$ cat config.mk
export PLATFORM = sky130hd
export DESIGN_NAME = video_mode_ctrl
export DESIGN_NICKNAME = d
export VERILOG_FILES = /design/src/rtl/video_mode_ctrl.sv
export SDC_FILE = /design/constraint.sdc
export NUM_CORES = 1
export LEC_CHECK = 0
export ABC_AREA = 1
export CORE_ASPECT_RATIO = 0.6
export CORE_MARGIN = 2
export CORE_UTILIZATION = 25
export DETAILED_ROUTE_END_ITERATION = 8
export PLACE_DENSITY = 0.43
export SLEW_MARGIN = 10
export SYNTH_ARGS = -nofsm -noshare
export SYNTH_HDL_FRONTEND = slang
export SYNTH_SLANG_ARGS = --single-unit
$ cat constraint.sdc
create_clock -name clk -period 4.2 [get_ports clk]
set_input_delay 0.63 -clock clk [delete_from_list [all_inputs] [get_ports clk]]
set_output_delay 0.63 -clock clk [all_outputs]
set_load 0.01 [all_outputs]
$ cat src/rtl/video_mode_ctrl.sv
// Frame-synchronous video lock detector and processing-mode selector for the HDMI path.
// Mode changes are applied only on VS rises while locked; passthrough is forced otherwise.
//
// state   | meaning
// NOSIG   | no frame boundary seen recently, counters idle
// MEASURE | frames are being measured, waiting for LOCK_FRAMES matches
// LOCKED  | stable timing, mode_o follows mode_sw at each frame start
module video_mode_ctrl #(
  parameter int WIDTH_BITS    = 12,
  parameter int HEIGHT_BITS   = 12,
  parameter int LOCK_FRAMES   = 2,
  parameter int FRAME_TIMEOUT = 4_000_000
) (
  input  logic                   clk,
  input  logic                   rst,
  input  logic                   de,
  input  logic                   hs,
  input  logic                   vs,
  input  logic [1:0]             mode_sw,
  output logic [1:0]             mode_o,
  output logic                   frame_start,
  output logic                   locked,
  output logic [WIDTH_BITS-1:0]  active_width,
  output logic [HEIGHT_BITS-1:0] active_height,
  output logic [3:0]             status
);

  localparam logic [1:0] NOSIG   = 2'd0;
  localparam logic [1:0] MEASURE = 2'd1;
  localparam logic [1:0] LOCKED  = 2'd2;

  localparam int MATCH_BITS = $clog2(LOCK_FRAMES + 1);
  localparam int TO_BITS    = $clog2(FRAME_TIMEOUT + 1);

  localparam logic [MATCH_BITS-1:0]  MATCH_LOCK = MATCH_BITS'(LOCK_FRAMES);
  localparam logic [TO_BITS-1:0]     TO_LAST    = TO_BITS'(FRAME_TIMEOUT - 1);
  localparam logic [TO_BITS-1:0]     TO_MAX     = '1;
  localparam logic [WIDTH_BITS-1:0]  W_MAX      = '1;
  localparam logic [HEIGHT_BITS-1:0] H_MAX      = '1;

  logic                   de_q, de_qq, vs_q, vs_qq;
  logic [1:0]             mode_meta, mode_sync;
  logic [1:0]             state;
  logic [WIDTH_BITS-1:0]  pix_cnt, cur_w, ref_w;
  logic [HEIGHT_BITS-1:0] line_cnt, ref_h;
  logic                   frame_bad, skip_line;
  logic [MATCH_BITS-1:0]  match_cnt;
  logic [TO_BITS-1:0]     to_cnt;
  logic                   last_bad, lock_lost;

  logic                   unused_hs;
  assign unused_hs = hs;

  logic                   de_fall, vs_rise, close_line, first_line;
  logic                   bad_eval, good, same, timeout;
  logic [WIDTH_BITS-1:0]  w_eval;
  logic [HEIGHT_BITS-1:0] h_eval;
  logic [MATCH_BITS-1:0]  match_next;

  assign de_fall = ~de_q & de_qq;
  assign vs_rise = vs_q & ~vs_qq;
  assign status  = {lock_lost, last_bad, state};

  // Frame result as it would look with this cycle's line close folded in,
  // so a DE fall coinciding with the VS rise still belongs to the old frame.
  always_comb begin
    close_line = de_fall & ~skip_line;
    first_line = (line_cnt == '0);
    w_eval     = (close_line && first_line) ? pix_cnt : cur_w;
    h_eval     = (close_line && line_cnt != H_MAX) ? line_cnt + 1'b1 : line_cnt;
    bad_eval   = frame_bad
               | (close_line && !first_line && pix_cnt != cur_w)
               | (close_line && line_cnt == H_MAX)
               | (de_q && pix_cnt == W_MAX);
    good       = ~bad_eval && (h_eval != '0) && (w_eval != '0);
    same       = (w_eval == ref_w) && (h_eval == ref_h);
    match_next = '0;
    if (good) begin
      if (!same)                   match_next = MATCH_BITS'(1);
      else if (match_cnt == MATCH_LOCK) match_next = match_cnt;
      else                         match_next = match_cnt + 1'b1;
    end
    timeout = ~vs_rise && (to_cnt >= TO_LAST);
  end

  always_ff @(posedge clk or negedge rst) begin
    if (!rst) begin
      de_q      <= 1'b0;
      de_qq     <= 1'b0;
      vs_q      <= 1'b0;
      vs_qq     <= 1'b0;
      mode_meta <= '0;
      mode_sync <= '0;
    end else begin
      de_q      <= de;
      de_qq     <= de_q;
      vs_q      <= vs;
      vs_qq     <= vs_q;
      mode_meta <= mode_sw;
      mode_sync <= mode_meta;
    end
  end

  always_ff @(posedge clk or negedge rst) begin
    if (!rst) begin
      pix_cnt   <= '0;
      cur_w     <= '0;
      line_cnt  <= '0;
      frame_bad <= 1'b0;
      skip_line <= 1'b0;
    end else if (vs_rise) begin
      pix_cnt   <= '0;
      cur_w     <= '0;
      line_cnt  <= '0;
      frame_bad <= 1'b0;
      skip_line <= de_q;
    end else if (de_fall) begin
      pix_cnt   <= '0;
      skip_line <= 1'b0;
      if (!skip_line) begin
        if (first_line) cur_w <= pix_cnt;
        else if (pix_cnt != cur_w) frame_bad <= 1'b1;
        if (line_cnt == H_MAX) frame_bad <= 1'b1;
        else line_cnt <= line_cnt + 1'b1;
      end
    end else if (de_q) begin
      if (pix_cnt == W_MAX) frame_bad <= 1'b1;
      else pix_cnt <= pix_cnt + 1'b1;
    end
  end

  always_ff @(posedge clk or negedge rst) begin
    if (!rst) to_cnt <= '0;
    else if (vs_rise) to_cnt <= '0;
    else if (state != NOSIG && to_cnt != TO_MAX) to_cnt <= to_cnt + 1'b1;
  end

  always_ff @(posedge clk or negedge rst) begin
    if (!rst) begin
      state         <= NOSIG;
      frame_start   <= 1'b0;
      locked        <= 1'b0;
      mode_o        <= '0;
      active_width  <= '0;
      active_height <= '0;
      match_cnt     <= '0;
      ref_w         <= '0;
      ref_h         <= '0;
      last_bad      <= 1'b0;
      lock_lost     <= 1'b0;
    end else begin
      frame_start <= vs_rise;
      if (vs_rise && state != NOSIG) begin
        match_cnt <= match_next;
        last_bad  <= ~good;
        if (good && !same) begin
          ref_w <= w_eval;
          ref_h <= h_eval;
        end
      end
      case (state)
        NOSIG: begin
          if (vs_rise) begin
            state     <= MEASURE;
            match_cnt <= '0;
          end
        end
        MEASURE: begin
          if (vs_rise) begin
            if (match_next == MATCH_LOCK) begin
              state         <= LOCKED;
              locked        <= 1'b1;
              active_width  <= w_eval;
              active_height <= h_eval;
              mode_o        <= mode_sync;
            end
          end else if (timeout) begin
            state <= NOSIG;
          end
        end
        LOCKED: begin
          if (vs_rise) begin
            if (good && same) begin
              mode_o <= mode_sync;
            end else begin
              state     <= MEASURE;
              locked    <= 1'b0;
              mode_o    <= '0;
              lock_lost <= 1'b1;
            end
          end else if (timeout) begin
            state     <= NOSIG;
            locked    <= 1'b0;
            mode_o    <= '0;
            lock_lost <= 1'b1;
          end
        end
        default: begin
          state  <= NOSIG;
          locked <= 1'b0;
          mode_o <= '0;
        end
      endcase
    end
  end

endmodule

==> metrics.yaml <==
sta:
  min_period_ns: 3.49
  rsz0062_at_grt: "false"
  finalSetupTns_ns: 0
  slew_headroom_pct: 42.1
  clock.fmax_mhz: 286
  fin_crit_sh_pct: 83.1
  final_max_slew_viol_count: 0
  clock_skew_ns: 0.0151
  hold_viol: 0
  worst_slew_pin_slew_ns: 0.869
  setup_violations: 0
  setup_ws_ns: 0.709
clocking:
  clk_path_buf_depth: 2
  cts.clk_slew.worst_paths_ns: 0.06
  clock_sinks: 126
  cts.repair.resized: 0
  tritoncts: "done"
  cts_made_buffers: 17
  clkLatencyLatePin_ns: 0.44
  cts_hold_buffers: 0
  postCtsSetupRepairBufs: 0
  htreeDepth: 4
  clock-root-buffer: "clkbuf_16"
cells_and_area:
  post-route-util_pct: 30.3
  n_antenna_cell: 0
  syn_to_final_growth_pct: 20.0
  final_cells: 1349
  drive_gt1_share_pct: 7.23
  layout.nets: 988
pwr:
  seqPwrFrac_pct: 37.9
  p_sw_share_pct: 31.2
  clkPwrFrac_pct: 40.9
  powerDensity_mw_per_mm2: 466
  cellLeakagePower_nw: 3.78
  p_sw_w: 0.00121
  ir_drop_mv: 0.231
  power.internal_w: 0.00266
  finalPower_w: 0.00387
  comb_power_share_pct: 21.2
place:
  dpl.cell_count: 1320
  post-place-ws_ns: 0.716
  portBuffers: 37
  hpwlAfterDp_um: 13900
  gp_congestion: 0.818
grt:
  track_usage_pct: 14.2
  grt_pass1_vias: 5627
  grt_start_max_net_pins: 86
  grt_pass1_wl_um: 31700
  antenna_found_initial: 0
  globalRouteOverflowTotal: 0
route:
  drcViolationCount: 0
  totalWireLength_um: 19000
  vias_per_cell: 4.46
  routedWlPerCell_um: 14.1
  first_pass_iters: 5
  vias: 6014
  ant_nets: 0
  drt_iter0_drc: 422
setup_path:
  path_class: "reg -> reg"
  critPathBufInv: 5
  cpMaxStageDelayCell: "dfrtp_1"
  cpMostUsedCell: "nand2_1"
  r2r-end: "active_width[4]"
  end_kind: "flop"
  arrival_ns: 3.84
  slowest_delay_ns: 0.44
  timing.rr.start: "line_cnt[0]"
  crit_end: "active_width[4]"
  crit_family: "simple AND/OR/NAND/NOR gates"
  path_max_fanout: 48
  r2r_slack_ns: 0.71
  crit_chain: "inv_1 > ha_1 > inv_1 > nor2_1 > nand2_1 > nor2_2 > buf_4 > nand4_1 > nand2_2 > nand2_1 > nor2_1 > nand3_1 > nand2_1 > nor2_1 > nand4_2 > inv_2 > nand2_2 > buf_4 > nand2_1 > o21ai_1"
  crit_cells: 20
  r2r_cells: 20
  crit_path_start_kind: "flop"
  startpoint: "line_cnt[0]"
  crit_required_ns: 4.55
status:
  outcome: "finished clean"
logic_synthesis:
  ys_ff_latch: 126
  seq_area_frac_synth_pct: 45.6
  netlist_instances: 930
  synthesis.nets: 946
  syn_avg_cell_area_um2: 7.43
  synthesis.area_mm2: 0.00691
  yosys_warnings: 0
  synth_cell_types: 36
die:
  initial_core_util_pct: 25.2
  core_mm2: 0.0274
  rows: 47
  io_pins: 39
  die_x_um: 219
  die_area_mm2: 0.0290
  die_y_um: 133
run:
  maxCapViolations: 0
hold_path:
  hp-class: "in -> async"
[worst register-to-register path: cells and delay by family (launching register included)]
| family | cells | cell delay (ns) |
|---|---|---|
| simple gates | 13 | 1.83 |
| compound gates | 1 | 0.09 |
| buf+inv | 5 | 0.87 |
| flops | 1 | 0.44 |
| fa+ha+maj | 1 | 0.18 |
[how the worst min path moves through the flow]
stage | from | endpoint | slack, ns | cells past startpoint
finish | rst | active_width[0] | 0.25 | 1
floorplan | rst | async pin | 0.33 | 0
detailed placement | mode_meta[1] | mode_sync[1] | 0.34 | 0
global placement | mode_meta[0] | mode_sync[0] | 0.33 | 0
global route | rst | active_width[0] | 0.33 | 1
CTS | rst | ref_w[4] | 0.31 | 1
[through the flow]
stage	hold WS (ns)	cell area (um2)
5_1_grt	0.332	8300
3_3_place_gp	0.333	7680
3_5_place_dp	0.339	7680
4_1_cts	0.309	8300
2_1_floorplan	0.331	6910
6_report	0.250	8300
[flip-flops by register name, summed over array words and instances (netlist names), 2 cells and up, named ones only]
register,flops
active_height,12
active_width,12
cur_w,12
line_cnt,12
mode_meta,2
mode_o,2
mode_sync,2
pix_cnt,12
ref_h,12
ref_w,12
state,2
to_cnt,22
[cell usage after synthesis]
library cell	number	area share [%]
a211oi_1	2	0.22
a21oi_1	32	2.3
a22oi_1	1	0.11
a31o_2	1	0.13
and3_1	1	0.091
buf_2	6	0.43
buf_4	5	0.54
buf_6	6	0.98
clkbuf_1	8	0.43
clkinv_1	1	0.054
dfrtp_1	126	46
ha_1	9	1.6
inv_1	119	6.5
inv_2	5	0.27
nand2_1	271	15
nand2_2	5	0.45
nand3_1	68	4.9
nand3_2	2	0.29
nand3_4	2	0.51
nand3b_1	7	0.76
nand4_1	38	3.4
nand4_2	1	0.18
nor2_1	90	4.9
nor2_2	4	0.36
nor2_4	4	0.65
nor3_1	16	1.2
nor4_1	5	0.45
o21a_1	1	0.11
o21ai_0	51	3.7
o21ai_1	23	1.7
o21ai_2	4	0.51
o221a_2	1	0.16
o22ai_1	2	0.18
o31ai_1	1	0.11
xnor2_1	8	1.0
xor2_1	4	0.51
[placed cells by master (no fill, tap or decap), types with 7 or more instances in the layout]
master | Yosys | layout
a21oi_1 | 32 | 32
buf_4 | 5 | 10
clkbuf_16 | 0 | 17
clkdlybuf4s50_1 | 0 | 36
dfrtp_1 | 126 | 126
ha_1 | 9 | 9
inv_1 | 119 | 119
nand2_1 | 271 | 271
nand3_1 | 68 | 68
nand3b_1 | 7 | 7
nand4_1 | 38 | 38
nor2_1 | 90 | 89
nor3_1 | 16 | 16
o21ai_0 | 51 | 51
o21ai_1 | 23 | 23
xnor2_1 | 8 | 8
[power by group through the flow]
stage / Clock, W / Sequential (W) / Combinational [W]
3_3_place_gp: 0 / 0.00149 / 0.000820
2_1_floorplan: 0 / 0.00145 / 0.000571
6_report: 0.00158 / 0.00147 / 0.000820
3_5_place_dp: 0 / 0.00149 / 0.000825
5_1_grt: 0.00169 / 0.00149 / 0.000964
4_1_cts: 0.00163 / 0.00147 / 0.000829
[kinds of logic after synthesis]
family	share of synthesized area (%)
simple gates	32.9
buf+inv	9.18
flops	45.6
compound gates	9.19
xor+xnor	1.52
fa+ha+maj	1.63
[layout make-up]
class / count / area, um2
inverters: 125 / 469
flip-flops and latches: 126 / 3150
repair buffers: 48 / 467
clock inverters: 10 / 163
fillers: 3012 / 19100
well taps: 367 / 459
multi-input cells: 654 / 3130
clock buffers: 19 / 453
[metal layers]
layer	wire length (um)	vias to the layer above	global-route usage (%)
li1	-	3098	-
met1	11300	2773	24.0
met2	6390	128	16.3
met3	1040	15	3.82
met4	223	0	4.43
met5	0	-	0
Power figures use the tool's default switching activity.
